## config.mk

```make
export PLATFORM = sky130hd
export DESIGN_NAME = fifo_flops_v2
export DESIGN_NICKNAME = d
export VERILOG_FILES = /design/src/rtl/fifo_pkg.sv /design/src/rtl/fifo_ptr_ctrl.sv /design/src/rtl/fifo_flops_v2.sv
export SDC_FILE = /design/constraint.sdc
export NUM_CORES = 1
export LEC_CHECK = 0
export BUFFER_PORTS_ARGS = -buffer_cell sky130_fd_sc_hd__buf_2
export CAP_MARGIN = 20
export CORE_ASPECT_RATIO = 1.75
export CORE_MARGIN = 8
export CORE_UTILIZATION = 50
export DETAILED_ROUTE_END_ITERATION = 6
export PLACE_DENSITY_LB_ADDON = 0.08
export SETUP_SLACK_MARGIN = 0.2
export SLEW_MARGIN = 20
export SYNTH_ARGS = -nofsm -noshare
export SYNTH_HDL_FRONTEND = slang
export SYNTH_SLANG_ARGS = --single-unit
```

## constraint.sdc

```tcl
create_clock -name clk -period 7.3 [get_ports clk]
set_input_delay 0.365 -clock clk [delete_from_list [all_inputs] [get_ports clk]]
set_output_delay 0.365 -clock clk [all_outputs]
set_load 0.1 [all_outputs]
```

## src/rtl/fifo_pkg.sv

```systemverilog
// Shared types and helpers for the flop-based FIFO: full-policy enum,
// pointer wrap function and the default occupancy counter width.
package fifo_pkg;

  typedef enum logic {
    DROP_NEW         = 1'b0,
    OVERWRITE_OLDEST = 1'b1
  } fifo_mode_e;

  localparam int DEFAULT_DEPTH = 8;
  localparam int DEFAULT_CNT_W = $clog2(DEFAULT_DEPTH + 1);

  // Explicit wrap so depths that are not a power of two still cycle 0..depth-1.
  function automatic int unsigned ptr_next(input int unsigned ptr, input int unsigned depth);
    return (ptr == depth - 1) ? 0 : ptr + 1;
  endfunction

endpackage

```

## src/rtl/fifo_ptr_ctrl.sv

```systemverilog
// Pointer, occupancy and sticky-error bookkeeping for fifo_flops_v2.
// Decides which push/pop requests are accepted and tells the storage when to write/read.
module fifo_ptr_ctrl
  import fifo_pkg::*;
#(
  parameter int         depth = 8,
  parameter fifo_mode_e MODE  = DROP_NEW,
  parameter int         PW    = $clog2(depth),
  parameter int         CW    = $clog2(depth + 1)
) (
  input  logic          clk,
  input  logic          rst,
  input  logic          push,
  input  logic          pop,
  input  logic          clr_err,
  output logic          wr_en,
  output logic          rd_en,
  output logic [PW-1:0] wr_ptr,
  output logic [PW-1:0] rd_ptr,
  output logic [CW-1:0] count,
  output logic          overflow,
  output logic          underflow
);

  // push/pop are single-cycle requests with no backpressure: a request is
  // acted on at the edge where it is high, or reported via overflow/underflow.
  logic is_empty;
  logic is_full;
  logic overwrite;
  logic ovf_evt;
  logic unf_evt;
  logic cnt_inc;
  logic cnt_dec;

  always_comb begin
    is_empty  = (count == '0);
    is_full   = (count == CW'(depth));
    rd_en     = pop && !is_empty;
    overwrite = push && !pop && is_full && (MODE == OVERWRITE_OLDEST);
    wr_en     = push && (!is_full || pop || (MODE == OVERWRITE_OLDEST));
    ovf_evt   = push && !pop && is_full;
    unf_evt   = pop && is_empty;
    cnt_inc   = wr_en && !rd_en && !overwrite;
    cnt_dec   = rd_en && !wr_en;
  end

  always_ff @(posedge clk or negedge rst) begin
    if (!rst) begin
      wr_ptr    <= '0;
      rd_ptr    <= '0;
      count     <= '0;
      overflow  <= 1'b0;
      underflow <= 1'b0;
    end else begin
      if (wr_en) wr_ptr <= PW'(ptr_next(int'(wr_ptr), depth));
      // Overwriting the oldest slot retires it, so the read side moves too.
      if (rd_en || overwrite) rd_ptr <= PW'(ptr_next(int'(rd_ptr), depth));
      if (cnt_inc)      count <= count + 1'b1;
      else if (cnt_dec) count <= count - 1'b1;
      overflow  <= ovf_evt | (overflow & ~clr_err);
      underflow <= unf_evt | (underflow & ~clr_err);
    end
  end

endmodule

```

## src/rtl/fifo_flops_v2.sv

```systemverilog
// Flop-array FIFO with registered read data, occupancy count, threshold flags,
// sticky overflow/underflow and a selectable full policy.
module fifo_flops_v2
  import fifo_pkg::*;
#(
  parameter int bits   = 16,
  parameter int depth  = 8,
  parameter int MODE   = 0,
  parameter int AF_LVL = 6,
  parameter int AE_LVL = 1
) (
  input  logic                       clk,
  input  logic                       rst,
  input  logic [bits-1:0]            Din,
  input  logic                       push,
  input  logic                       pop,
  input  logic                       clr_err,
  output logic [bits-1:0]            Dout,
  output logic                       full,
  output logic                       pndng,
  output logic                       almost_full,
  output logic                       almost_empty,
  output logic [$clog2(depth+1)-1:0] count,
  output logic                       overflow,
  output logic                       underflow
);

  localparam int         PW     = $clog2(depth);
  localparam int         CW     = $clog2(depth + 1);
  localparam fifo_mode_e POLICY = (MODE == 1) ? OVERWRITE_OLDEST : DROP_NEW;

  logic [bits-1:0] mem [depth];
  logic            wr_en;
  logic            rd_en;
  logic [PW-1:0]   wr_ptr;
  logic [PW-1:0]   rd_ptr;

  fifo_ptr_ctrl #(
    .depth (depth),
    .MODE  (POLICY),
    .PW    (PW),
    .CW    (CW)
  ) u_ctrl (
    .clk       (clk),
    .rst       (rst),
    .push      (push),
    .pop       (pop),
    .clr_err   (clr_err),
    .wr_en     (wr_en),
    .rd_en     (rd_en),
    .wr_ptr    (wr_ptr),
    .rd_ptr    (rd_ptr),
    .count     (count),
    .overflow  (overflow),
    .underflow (underflow)
  );

  // Storage is intentionally left out of reset.
  always_ff @(posedge clk) begin
    if (wr_en) mem[wr_ptr] <= Din;
  end

  // On push+pop at full rd_ptr == wr_ptr; the read sees the old entry.
  always_ff @(posedge clk or negedge rst) begin
    if (!rst)       Dout <= '0;
    else if (rd_en) Dout <= mem[rd_ptr];
  end

  always_comb begin
    full         = (count == CW'(depth));
    pndng        = (count != '0);
    almost_full  = (count >= CW'(AF_LVL));
    almost_empty = (count <= CW'(AE_LVL));
  end

endmodule
```

==> impl_metrics.py, run 1 <==
metrics = {
    "clock_tree": {
        "clock_path_buffers": 2,
        "clock-sinks": 156,
        "post_cts.repair.setup_buffers": 0,
        "clock_latency_ns": 0.41,
        "cts_buffers": 17,
        "cts_resized": 0,
        "cts-hold-fix-buffers": 0,
        "cts_tree": "built",
        "clkTransAtPathRegs_ns": 0.06,
        "ctsRootBufferMaster": "clkbuf_16",
        "htreeDepth": 4,
    },
    "routing": {
        "drc": 0,
        "routed_via_density": 5.626,
        "routedWlPerCell_um": 21.82,
        "wirelength_mm": 13.14,
        "drt_iter0_drc": 210,
        "first_pass_iters": 4,
        "ant_nets": 0,
        "route.vias.total": 3387,
    },
    "placement": {
        "gp_congestion": 0.7033,
        "place_hpwl_mm": 7.853,
        "port_buffers": 46,
        "pre_cts_slack_ns": 3.946,
        "placed_cell_area_mm2": 0.006716,
    },
    "timing": {
        "grt_setup_unrepaired": "no",
        "worstMarginPinSlew_ns": 0.9907,
        "skew_ns": 0.008314,
        "maxSlewViolCount": 0,
        "setup_viol": 0,
        "hold_violations": 0,
        "maxSlewHeadroom_pct": 33.71,
        "finalSetupTns_ns": 0,
        "clock.fmax_mhz": 330.0,
        "period_share_pct": 41.51,
        "setup_ws_ns": 4.270,
        "post-route-min-period_ns": 3.030,
        "whs_ns": 0.008986,
    },
    "critical_path": {
        "worstPathRequired_ns": 7.63,
        "r2r_end": "u_ctrl.count[3]$_DFFE_PN0P_",
        "cp_max_fo": 20,
        "end_kind": "flop",
        "r2r-start": "u_ctrl.count[0]$_DFFE_PN0P_",
        "crit_start": "u_ctrl.count[0]$_DFFE_PN0P_",
        "r2r_slack_ns": 4.27,
        "setup.worst_path.start_class": "flop",
        "crit_arrival_ns": 3.36,
        "cp-endpoint": "u_ctrl.count[3]$_DFFE_PN0P_",
        "criticalPathCategory": "reg -> reg",
        "ff2ff_path_depth": 9,
    },
    "die": {
        "ios": 47,
        "start_util_pct": 50.86,
        "die-area_mm2": 0.01656,
        "dieHeight_um": 164.4,
        "core.rowCount": 54,
        "die_x_um": 100.8,
        "core_mm2": 0.01236,
    },
    "synth": {
        "yosys_warnings": 0,
        "synth-seq-cells": 156,
        "avgSynthCellArea_um2": 17.23,
        "syn-cell-area_mm2": 0.006289,
        "ys_types": 33,
        "syn_nets": 396,
        "yosysSeqAreaShare_pct": 72.26,
        "postSynthCellCount": 365,
    },
    "global_route": {
        "grt_pass1_wl_mm": 20.12,
        "antenna_found_initial": 0,
        "grt.total_usage_pct": 16.77,
        "grt_start_max_net_pins": 44,
        "gr-total-overflow": 0,
        "grt_pass1_vias": 3680,
    },
    "power_and_ir_drop": {
        "p_leak_nw": 2.695,
        "ir_drop_mv": 0.2914,
        "power_density_mw_per_mm2": 477.6,
    },
    "finish": {
        "nets": 453,
        "fin_area_mm2": 0.007298,
        "final_layout_size_suffix_gt1_share_pct": 30.18,
        "syn2layout_area_growth_pct": 16.06,
        "layout_common_cells": "128 x edfxtp_1, 46 x buf_2, 33 x mux2i_1",
        "multi_input_area_mm2": 0.001632,
        "final_common_cell": "edfxtp_1",
        "final_core_util_pct": 59.03,
        "antenna_cells": 0,
        "fillers": 969,
        "final-seq-area_mm2": 0.004546,
    },
    "outcome": {
        "outcome": "finished clean",
    },
    "run": {
        "cap_violations": 0,
    },
    "worst_hold_path": {
        "worstHoldPathType": "in -> async",
    },
}
per-stage QoR:
| stage | power, mW | instances |
|---|---|---|
| floorplan | 2.361 | 365 |
| global placement | 2.630 | 571 |
| detailed placement | 2.653 | 571 |
| CTS | 3.513 | 602 |
| global route | 3.625 | 602 |
| finish | 3.485 | 602 |
power by group:
part / total [mW] / leakage (nW) / internal (mW) / switching [mW]
sequential: 1.29 / 1.50 / 1.15 / 0.134
combinational: 1.33 / 0.927 / 0.373 / 0.960
clock: 0.863 / 0.269 / 0.530 / 0.334
cells in the mapped netlist:
master,count,area [um^2]
nor2b_1,2,12.51
clkbuf_2,1,5.000
buf_6,5,56.30
o211ai_1,1,7.510
clkbuf_1,5,18.77
a32o_1,1,10.01
o21ai_2,1,8.760
mux2_1,9,101.4
or4_4,1,11.26
o22ai_1,16,100.1
nand2b_1,5,31.28
o31ai_1,11,82.58
nand3b_1,1,7.510
buf_4,2,15.01
a21oi_2,1,8.760
mux2_2,29,326.6
nor3_1,5,25.02
o31ai_2,5,62.56
ha_1,10,125.1
xor2_1,3,26.28
inv_1,7,26.28
xnor2_1,1,8.760
nor3b_4,1,18.77
nor4_1,1,6.260
edfxtp_1,128,3844
buf_2,5,25.02
dfrtp_1,28,700.7
o21ai_0,18,90.09
nor2_1,8,30.03
a22o_1,17,148.9
mux2i_1,33,330.3
nand4_1,1,6.260
nand2_1,3,11.26
per-layer routing:
| layer | vias up | global-route usage (%) | share of wire, % |
|---|---|---|---|
| li1 | 1550 | - | - |
| met2 | 81 | 30.27 | 54 |
| met3 | 21 | 3.353 | 3.4 |
| met5 | - | 0 | 0 |
| met4 | 0 | 6.920 | 1.9 |
| met1 | 1735 | 18.54 | 40 |
worst max-delay path, cell delays in order, from the launching register on:
cell and delay, ns:
dfrtp_1 0.48, inv_1 0.12, ha_1 0.23, nor3b_4 0.15
buf_4 0.22, nand2b_2 0.51, ha_1 0.44, or4_4 0.50
a21oi_2 0.15, xor2_1 0.16
kinds of logic after synthesis:
| family | Yosys count | synth area share, % |
|---|---|---|
| AO/OA/AOI/OAI | 71 | 8.257 |
| AND/OR/NAND/NOR | 28 | 2.547 |
| multiplexers | 71 | 12.06 |
| buffers and inverters | 25 | 2.328 |
| XOR/XNOR | 4 | 0.5572 |
| adder cells (fa/ha/maj) | 10 | 1.990 |
| flip-flops | 156 | 72.26 |
registers in the layout (all words and copies together), names as in the netlist:
register,count
Dout,16
u_ctrl.count,4
u_ctrl.underflow,1
u_ctrl.wr_ptr,3
mem,128
u_ctrl.overflow,1
u_ctrl.rd_ptr,3
area by class of cell:
type | instances | share of cell area [%]
flip-flops and latches | 156 | 62.28
clock inverters | 14 | 2.109
well taps | 168 | 2.880
repair buffers | 56 | 4.183
clock buffers | 17 | 5.829
inverters | 7 | 0.3600
multi-input cells | 184 | 22.36
how the worst min path moves through the flow:
stage	start	depth (start not counted)	slack, ns	to
final	rst	1	0.009	u_ctrl.overflow$_DFF_PN0_
after global routing	rst	1	0.06	u_ctrl.overflow$_DFF_PN0_
after CTS	rst	1	0.03	u_ctrl.overflow$_DFF_PN0_
after detailed placement	rst	1	0.46	u_ctrl.overflow$_DFF_PN0_
after global placement	rst	1	0.46	u_ctrl.overflow$_DFF_PN0_
after floorplan	rst	0	0.07	Dout[0]$_DFFE_PN0P_
Note: power is estimated with default switching activity, not from simulation.
==> run 2: changes to the inputs <==
clock period = 2.6 ns   (was 7.3 ns; I/O delays follow)
==> run 2 against run 1 <==
Net effect: die area unchanged; non-clock buffer count up 28; via count up 2.7%; combinational power rose to 3.0 times the previous value; critical path type unchanged; highest routed layer unchanged.
==> impl_metrics.py, run 2 (same netlist as run 1, synthesis figures left out) <==
metrics = {
    "routing": {
        "ant_nets": 0,
        "routed_via_density": 5.515,
        "drt_iter0_drc": 145,
        "wirelength_mm": 13.33,
        "routedWlPerCell_um": 21.12,
        "first_pass_iters": 4,
        "route.vias.total": 3480,
        "drc": 0,
    },
    "die": {
        "core_mm2": 0.01236,
        "ios": 47,
        "start_util_pct": 50.86,
        "die_x_um": 100.8,
        "dieHeight_um": 164.4,
        "core.rowCount": 54,
        "die-area_mm2": 0.01656,
    },
    "finish": {
        "nets": 481,
        "largest_reg_flops": 128,
        "reg_top3": "mem: 128 flops, Dout: 16 flops, u_ctrl.count: 4 flops",
        "syn2layout_area_growth_pct": 21.57,
        "layout_common_cells": "128 x edfxtp_1, 46 x buf_2, 33 x mux2i_1",
        "final_common_cell": "edfxtp_1",
        "final-seq-area_mm2": 0.004558,
        "max_flop_register": "mem",
        "final_cell_count_no_fill": 631,
        "fillers": 932,
        "multi_input_area_mm2": 0.001678,
        "final_layout_size_suffix_gt1_share_pct": 32.83,
        "antenna_cells": 0,
    },
    "critical_path": {
        "r2r_slack_ns": 0.41,
        "setup.worst_path.start_class": "flop",
        "cp_max_fo": 8,
        "criticalPathCategory": "reg -> reg",
        "worstPathRequired_ns": 2.93,
        "crit_arrival_ns": 2.52,
        "end_kind": "flop",
    },
    "outcome": {
        "outcome": "finished clean",
    },
    "power_and_ir_drop": {
        "ir_drop_mv": 0.8548,
        "power_density_mw_per_mm2": 1314,
        "p_leak_nw": 2.849,
    },
    "clock_tree": {
        "clkTransAtPathRegs_ns": 0.06,
        "clock-sinks": 156,
        "clock_path_buffers": 2,
        "clock_latency_ns": 0.41,
        "htreeDepth": 4,
        "cts_tree": "built",
        "cts_resized": 0,
        "ctsRootBufferMaster": "clkbuf_16",
        "cts_buffers": 17,
    },
    "placement": {
        "port_buffers": 46,
        "pre_cts_slack_ns": 0.4296,
        "place_hpwl_mm": 8.105,
        "gp_congestion": 0.7189,
        "placed_cells": 584,
    },
    "timing": {
        "period_share_pct": 84.26,
        "maxSlewHeadroom_pct": 48.33,
        "worstMarginPinSlew_ns": 0.7750,
        "post-route-min-period_ns": 2.191,
        "clock.fmax_mhz": 456.5,
        "grt_setup_unrepaired": "no",
        "finalSetupTns_ns": 0,
        "skew_ns": 0.009997,
        "setup_ws_ns": 0.4092,
        "setup_viol": 0,
        "hold_violations": 0,
        "maxSlewViolCount": 0,
    },
    "global_route": {
        "gr-total-overflow": 0,
        "grt.total_usage_pct": 17.20,
        "antenna_found_initial": 0,
        "grt_pass1_vias": 3703,
        "grt_pass1_wl_mm": 20.79,
        "grt_start_max_net_pins": 44,
    },
    "run": {
        "cap_violations": 0,
    },
    "worst_hold_path": {
        "worstHoldPathType": "in -> reg",
    },
}
==> run 2: per-layer routing <==
metal | vias up | GRT usage [%] | wire length [um] | part of all wire [%]
li1 | 1610 | - | - | -
met1 | 1764 | 19.65 | 5467 | 41
met2 | 90 | 30.45 | 7007 | 53
met3 | 16 | 3.990 | 656 | 4.9
met4 | 0 | 5.952 | 196 | 1.5
met5 | - | 0 | 0 | 0
==> run 2: layout make-up <==
type                    count  share of cell area [%]
clock buffers              21                   6.023
flip-flops and latches    156                   59.62
multi-input cells         184                   21.95
inverters                   7                  0.4092
clock inverters            11                   1.849
well taps                 168                   2.750
repair buffers             84                   7.398
==> run 2: path summary, 6_finish.rpt <==
kind | cells after the start | startpoint | to
max | 9 | u_ctrl.count[1]$_DFFE_PN0P_ | u_ctrl.count[3]$_DFFE_PN0P_
min | 1 | Din[7] | mem[5][7]$_DFFE_PP_
max reg2reg | 9 | u_ctrl.count[1]$_DFFE_PN0P_ | u_ctrl.count[3]$_DFFE_PN0P_
min reg2reg | 1 | u_ctrl.overflow$_DFF_PN0_ | u_ctrl.overflow$_DFF_PN0_
max in group asynchronous | 2 | rst | u_ctrl.count[1]$_DFFE_PN0P_
min in group asynchronous | 2 | rst | u_ctrl.count[2]$_DFFE_PN0P_
==> run 2: report_power, final <==
part	total (mW)	leakage (nW)	switching (mW)	internal [mW]
registers	3.57	1.49	0.305	3.26
clock network	2.48	0.293	0.924	1.56
logic	4.00	1.06	2.80	1.19
==> run 2: through the flow <==
step / utilization [%] / total power [mW] / hold slack [ns] / area (um^2)
floorplan: - / 6.727 / -0.1656 / 6389
global placement: 55.75 / 7.585 / 0.2605 / 6893
detailed placement: 55.75 / 7.637 / 0.2585 / 6893
CTS: 61.83 / 10.15 / 0.001346 / 7645
global route: 61.83 / 10.48 / 0.005406 / 7645
finish: 61.83 / 10.04 / 0.007184 / 7645
==> run 2: what timing repair did <==
item                                   CTS  global route
setup buffers                            0             0
endpoints found under the hold margin  134             0
hold buffers                            15             0
==> run 2: critical path, stage by stage (launching register included) <==
cell and delay, ns:
dfrtp_4 0.52, inv_4 0.09, ha_4 0.13, nand3b_1 0.17, o21ai_4 0.20, inv_2 0.06
ha_4 0.17, or4_4 0.48, a21oi_2 0.14, xor2_1 0.15
==> run 3: changes to the inputs <==
ABC_AREA = 1   (was not set)
clock period = 2.05 ns   (was 2.6 ns; I/O delays follow)
==> run 3 against run 2 <==
Net effect: die area up 6.0%; clock skew up 0.0016 ns; sequential power grew 22%; routed wire length up 27%; highest routed layer unchanged; area after synthesis increased by 6.9%.
==> impl_metrics.py, run 3 <==
metrics = {
    "outcome": {
        "outcome": "finished clean",
    },
    "die": {
        "die-area_mm2": 0.01755,
        "ios": 47,
        "dieHeight_um": 169.4,
        "start_util_pct": 50.75,
        "core.rowCount": 56,
        "core_mm2": 0.01324,
        "die_x_um": 103.6,
    },
    "critical_path": {
        "r2r_slack_ns": 0.17,
        "worstPathRequired_ns": 2.17,
        "r2r_end": "mem[7][10]$_DFFE_PP_",
        "criticalPathCategory": "reg -> reg",
        "crit_arrival_ns": 2.00,
        "r2r-start": "u_ctrl.count[1]$_DFFE_PN0P_",
        "setup.worst_path.start_class": "flop",
        "end_kind": "flop",
        "cp_max_fo": 7,
        "ff2ff_path_depth": 9,
    },
    "synth": {
        "synth_top_area_share_pct": 57.20,
        "yosys_warnings": 0,
        "syn_nets": 681,
        "yosys.area.top_type": "edfxtp_1",
        "synth_top_cells_by_count": "207 x nand2_1, 128 x edfxtp_1, 109 x inv_1, 102 x nand3_1, 28 x dfrtp_1",
        "ys_types": 26,
        "synth-async-reset-ratio_pct": 17.95,
        "postSynthCellCount": 650,
        "synthFlopType": "edfxtp_1",
        "syn-cell-area_mm2": 0.006720,
        "synth_edf_count": 128,
        "synth_area_leaders": "edfxtp_1 57%, nand2_1 12%, dfrtp_1 10%",
        "synth_most_common_cell": "nand2_1",
        "avgSynthCellArea_um2": 10.34,
        "yosysSeqAreaShare_pct": 67.62,
        "synth-seq-cells": 156,
    },
    "global_route": {
        "grt_pass1_vias": 4802,
        "grt_start_max_net_pins": 67,
        "grt.total_usage_pct": 19.83,
        "gr-total-overflow": 0,
        "antenna_found_initial": 0,
        "grt_pass1_wl_mm": 26.08,
    },
    "timing": {
        "period_share_pct": 91.75,
        "skew_ns": 0.01158,
        "maxSlewViolCount": 0,
        "maxSlewHeadroom_pct": 48.48,
        "clock.fmax_mhz": 531.7,
        "worstMarginPinSlew_ns": 0.7728,
        "whs_ns": 0.009740,
        "post-route-min-period_ns": 1.881,
        "finalSetupTns_ns": 0,
        "setup_viol": 0,
        "grt_setup_unrepaired": "yes",
        "hold_violations": 0,
    },
    "routing": {
        "route.vias.total": 4644,
        "routedWlPerCell_um": 18.48,
        "first_pass_iters": 4,
        "drt_iter0_drc": 236,
        "routed_via_density": 5.070,
        "drc": 0,
        "ant_nets": 0,
        "wirelength_mm": 16.93,
    },
    "clock_tree": {
        "htreeDepth": 4,
        "clock_path_buffers": 2,
        "clock-sinks": 156,
        "clkTransAtPathRegs_ns": 0.06,
        "clock_latency_ns": 0.42,
        "ctsRootBufferMaster": "clkbuf_16",
        "cts_buffers": 17,
        "cts_tree": "built",
    },
    "power_and_ir_drop": {
        "p_clk_share_pct": 22.7,
        "pwr-share-comb_pct": 44.3,
        "p_leak_nw": 3.655,
        "finalPower_mw": 13.18,
        "pwr-share-seq_pct": 33.0,
        "power_density_mw_per_mm2": 1621,
        "ir_drop_mv": 1.069,
        "swShare_pct": 44.89,
        "p_switching_mw": 5.915,
        "p_int_mw": 7.262,
    },
    "finish": {
        "final_layout_size_suffix_gt1_share_pct": 19.95,
        "nets": 760,
        "fin_area_mm2": 0.008130,
        "largest_reg_flops": 128,
        "final-seq-area_mm2": 0.004556,
        "layout_common_cells": "204 x nand2_1, 128 x edfxtp_1, 106 x inv_1",
        "syn2layout_area_growth_pct": 20.98,
        "reg_top3": "mem: 128 flops, Dout: 16 flops, u_ctrl.count: 4 flops",
        "final_common_cell": "nand2_1",
        "antenna_cells": 0,
        "fillers": 1062,
        "max_flop_register": "mem",
        "multi_input_area_mm2": 0.001728,
    },
    "placement": {
        "gp_congestion": 0.8445,
        "place_hpwl_mm": 11.71,
        "placed_cell_area_mm2": 0.007346,
        "port_buffers": 46,
    },
    "worst_hold_path": {
        "hold_end": "mem[1][10]$_DFFE_PP_",
        "min_from": "Din[10]",
        "hold_depth": 1,
        "worstHoldPathType": "in -> reg",
    },
    "run": {
        "cap_violations": 0,
    },
}
-- run 3: cell types whose count changed after synthesis, moves of 6 or more --
cell / before / now
nand2_1: 3 / 207
inv_1: 7 / 109
nand3_1: 0 / 102
mux2i_1: 33 / 0
mux2_2: 29 / 0
a22o_1: 17 / 0
o22ai_1: 16 / 1
o21ai_0: 18 / 4
buf_2: 5 / 17
o31ai_1: 11 / 0
mux2_1: 9 / 0
nor2_1: 8 / 14
-- run 3: final cells by class --
cell class / count / share of cell area [%]
multi-input cells: 354 / 21.25
flip-flops and latches: 156 / 56.03
repair buffers: 87 / 7.710
well taps: 174 / 2.678
clock inverters: 12 / 1.370
inverters: 113 / 5.340
clock buffers: 20 / 5.617
-- run 3: power groups by stage --
| stage | registers (mW) | logic, mW | clock network [mW] |
|---|---|---|---|
| 2_1_floorplan | 5.88 | 2.67 | 0 |
| 3_3_place_gp | 4.38 | 5.51 | 0 |
| 3_5_place_dp | 4.40 | 5.57 | 0 |
| 4_1_cts | 4.34 | 5.73 | 3.03 |
| 5_1_grt | 4.41 | 6.23 | 3.14 |
| 6_report | 4.35 | 5.83 | 2.99 |
-- run 3: through the flow --
step | utilization [%] | cells | setup slack (ns)
CTS | 60.69 | 912 | 0.1741
floorplan | - | 650 | -0.4375
finish | 61.39 | 916 | 0.1691
detailed placement | 55.47 | 869 | 0.05937
global route | 61.39 | 916 | 0.09055
global placement | 55.47 | 869 | 0.08209
-- run 3: routing by layer --
| layer | GRT usage (%) | routed length [um] | up-vias |
|---|---|---|---|
| met5 | 0 | 0 | - |
| met3 | 4.335 | 765 | 37 |
| met1 | 18.75 | 5890 | 2230 |
| li1 | - | - | 2242 |
| met2 | 37.81 | 9488 | 135 |
| met4 | 12.08 | 784 | 0 |
-- run 3: how the worst max path moves through the flow --
stage | start | endpoint | slack [ns] | depth (start not counted)
5_1_grt | u_ctrl.count[0]$_DFFE_PN0P_ | u_ctrl.count[2]$_DFFE_PN0P_ | 0.09 | 12
2_1_floorplan | u_ctrl.count[1]$_DFFE_PN0P_ | u_ctrl.count[2]$_DFFE_PN0P_ | -0.44 | 10
3_5_place_dp | u_ctrl.count[1]$_DFFE_PN0P_ | u_ctrl.count[2]$_DFFE_PN0P_ | 0.06 | 11
4_1_cts | u_ctrl.count[0]$_DFFE_PN0P_ | u_ctrl.count[2]$_DFFE_PN0P_ | 0.17 | 11
3_3_place_gp | u_ctrl.count[1]$_DFFE_PN0P_ | mem[5][6]$_DFFE_PP_ | 0.08 | 8
6_report | u_ctrl.count[1]$_DFFE_PN0P_ | mem[7][10]$_DFFE_PP_ | 0.17 | 9
-- run 3: cell families after synthesis --
| family | after synthesis | synth area share [%] |
|---|---|---|
| buffers and inverters | 140 | 8.471 |
| AO/OA/AOI/OAI | 13 | 1.192 |
| flip-flops | 156 | 67.62 |
| AND/OR/NAND/NOR | 328 | 20.46 |
| adder cells (fa/ha/maj) | 10 | 1.862 |
| XOR/XNOR | 3 | 0.3911 |
-- run 3: timing repair --
action	in CTS	in global routing
cloned	0	3
gates resized for setup	12	19
setup endpoints to repair	133	114
hold endpoints to repair	30	0
hold buffers	3	0
pin swaps	8	6
buffers inserted	8	1
-- run 3: critical path, stage by stage (launching register included) --
cell and delay (ns):
dfrtp_4 0.44, inv_6 0.04, ha_4 0.16, nand2_4 0.07
nor2_4 0.04, a21oi_4 0.24, buf_4 0.17, nand2_4 0.09
nor2_4 0.15, buf_4 0.18
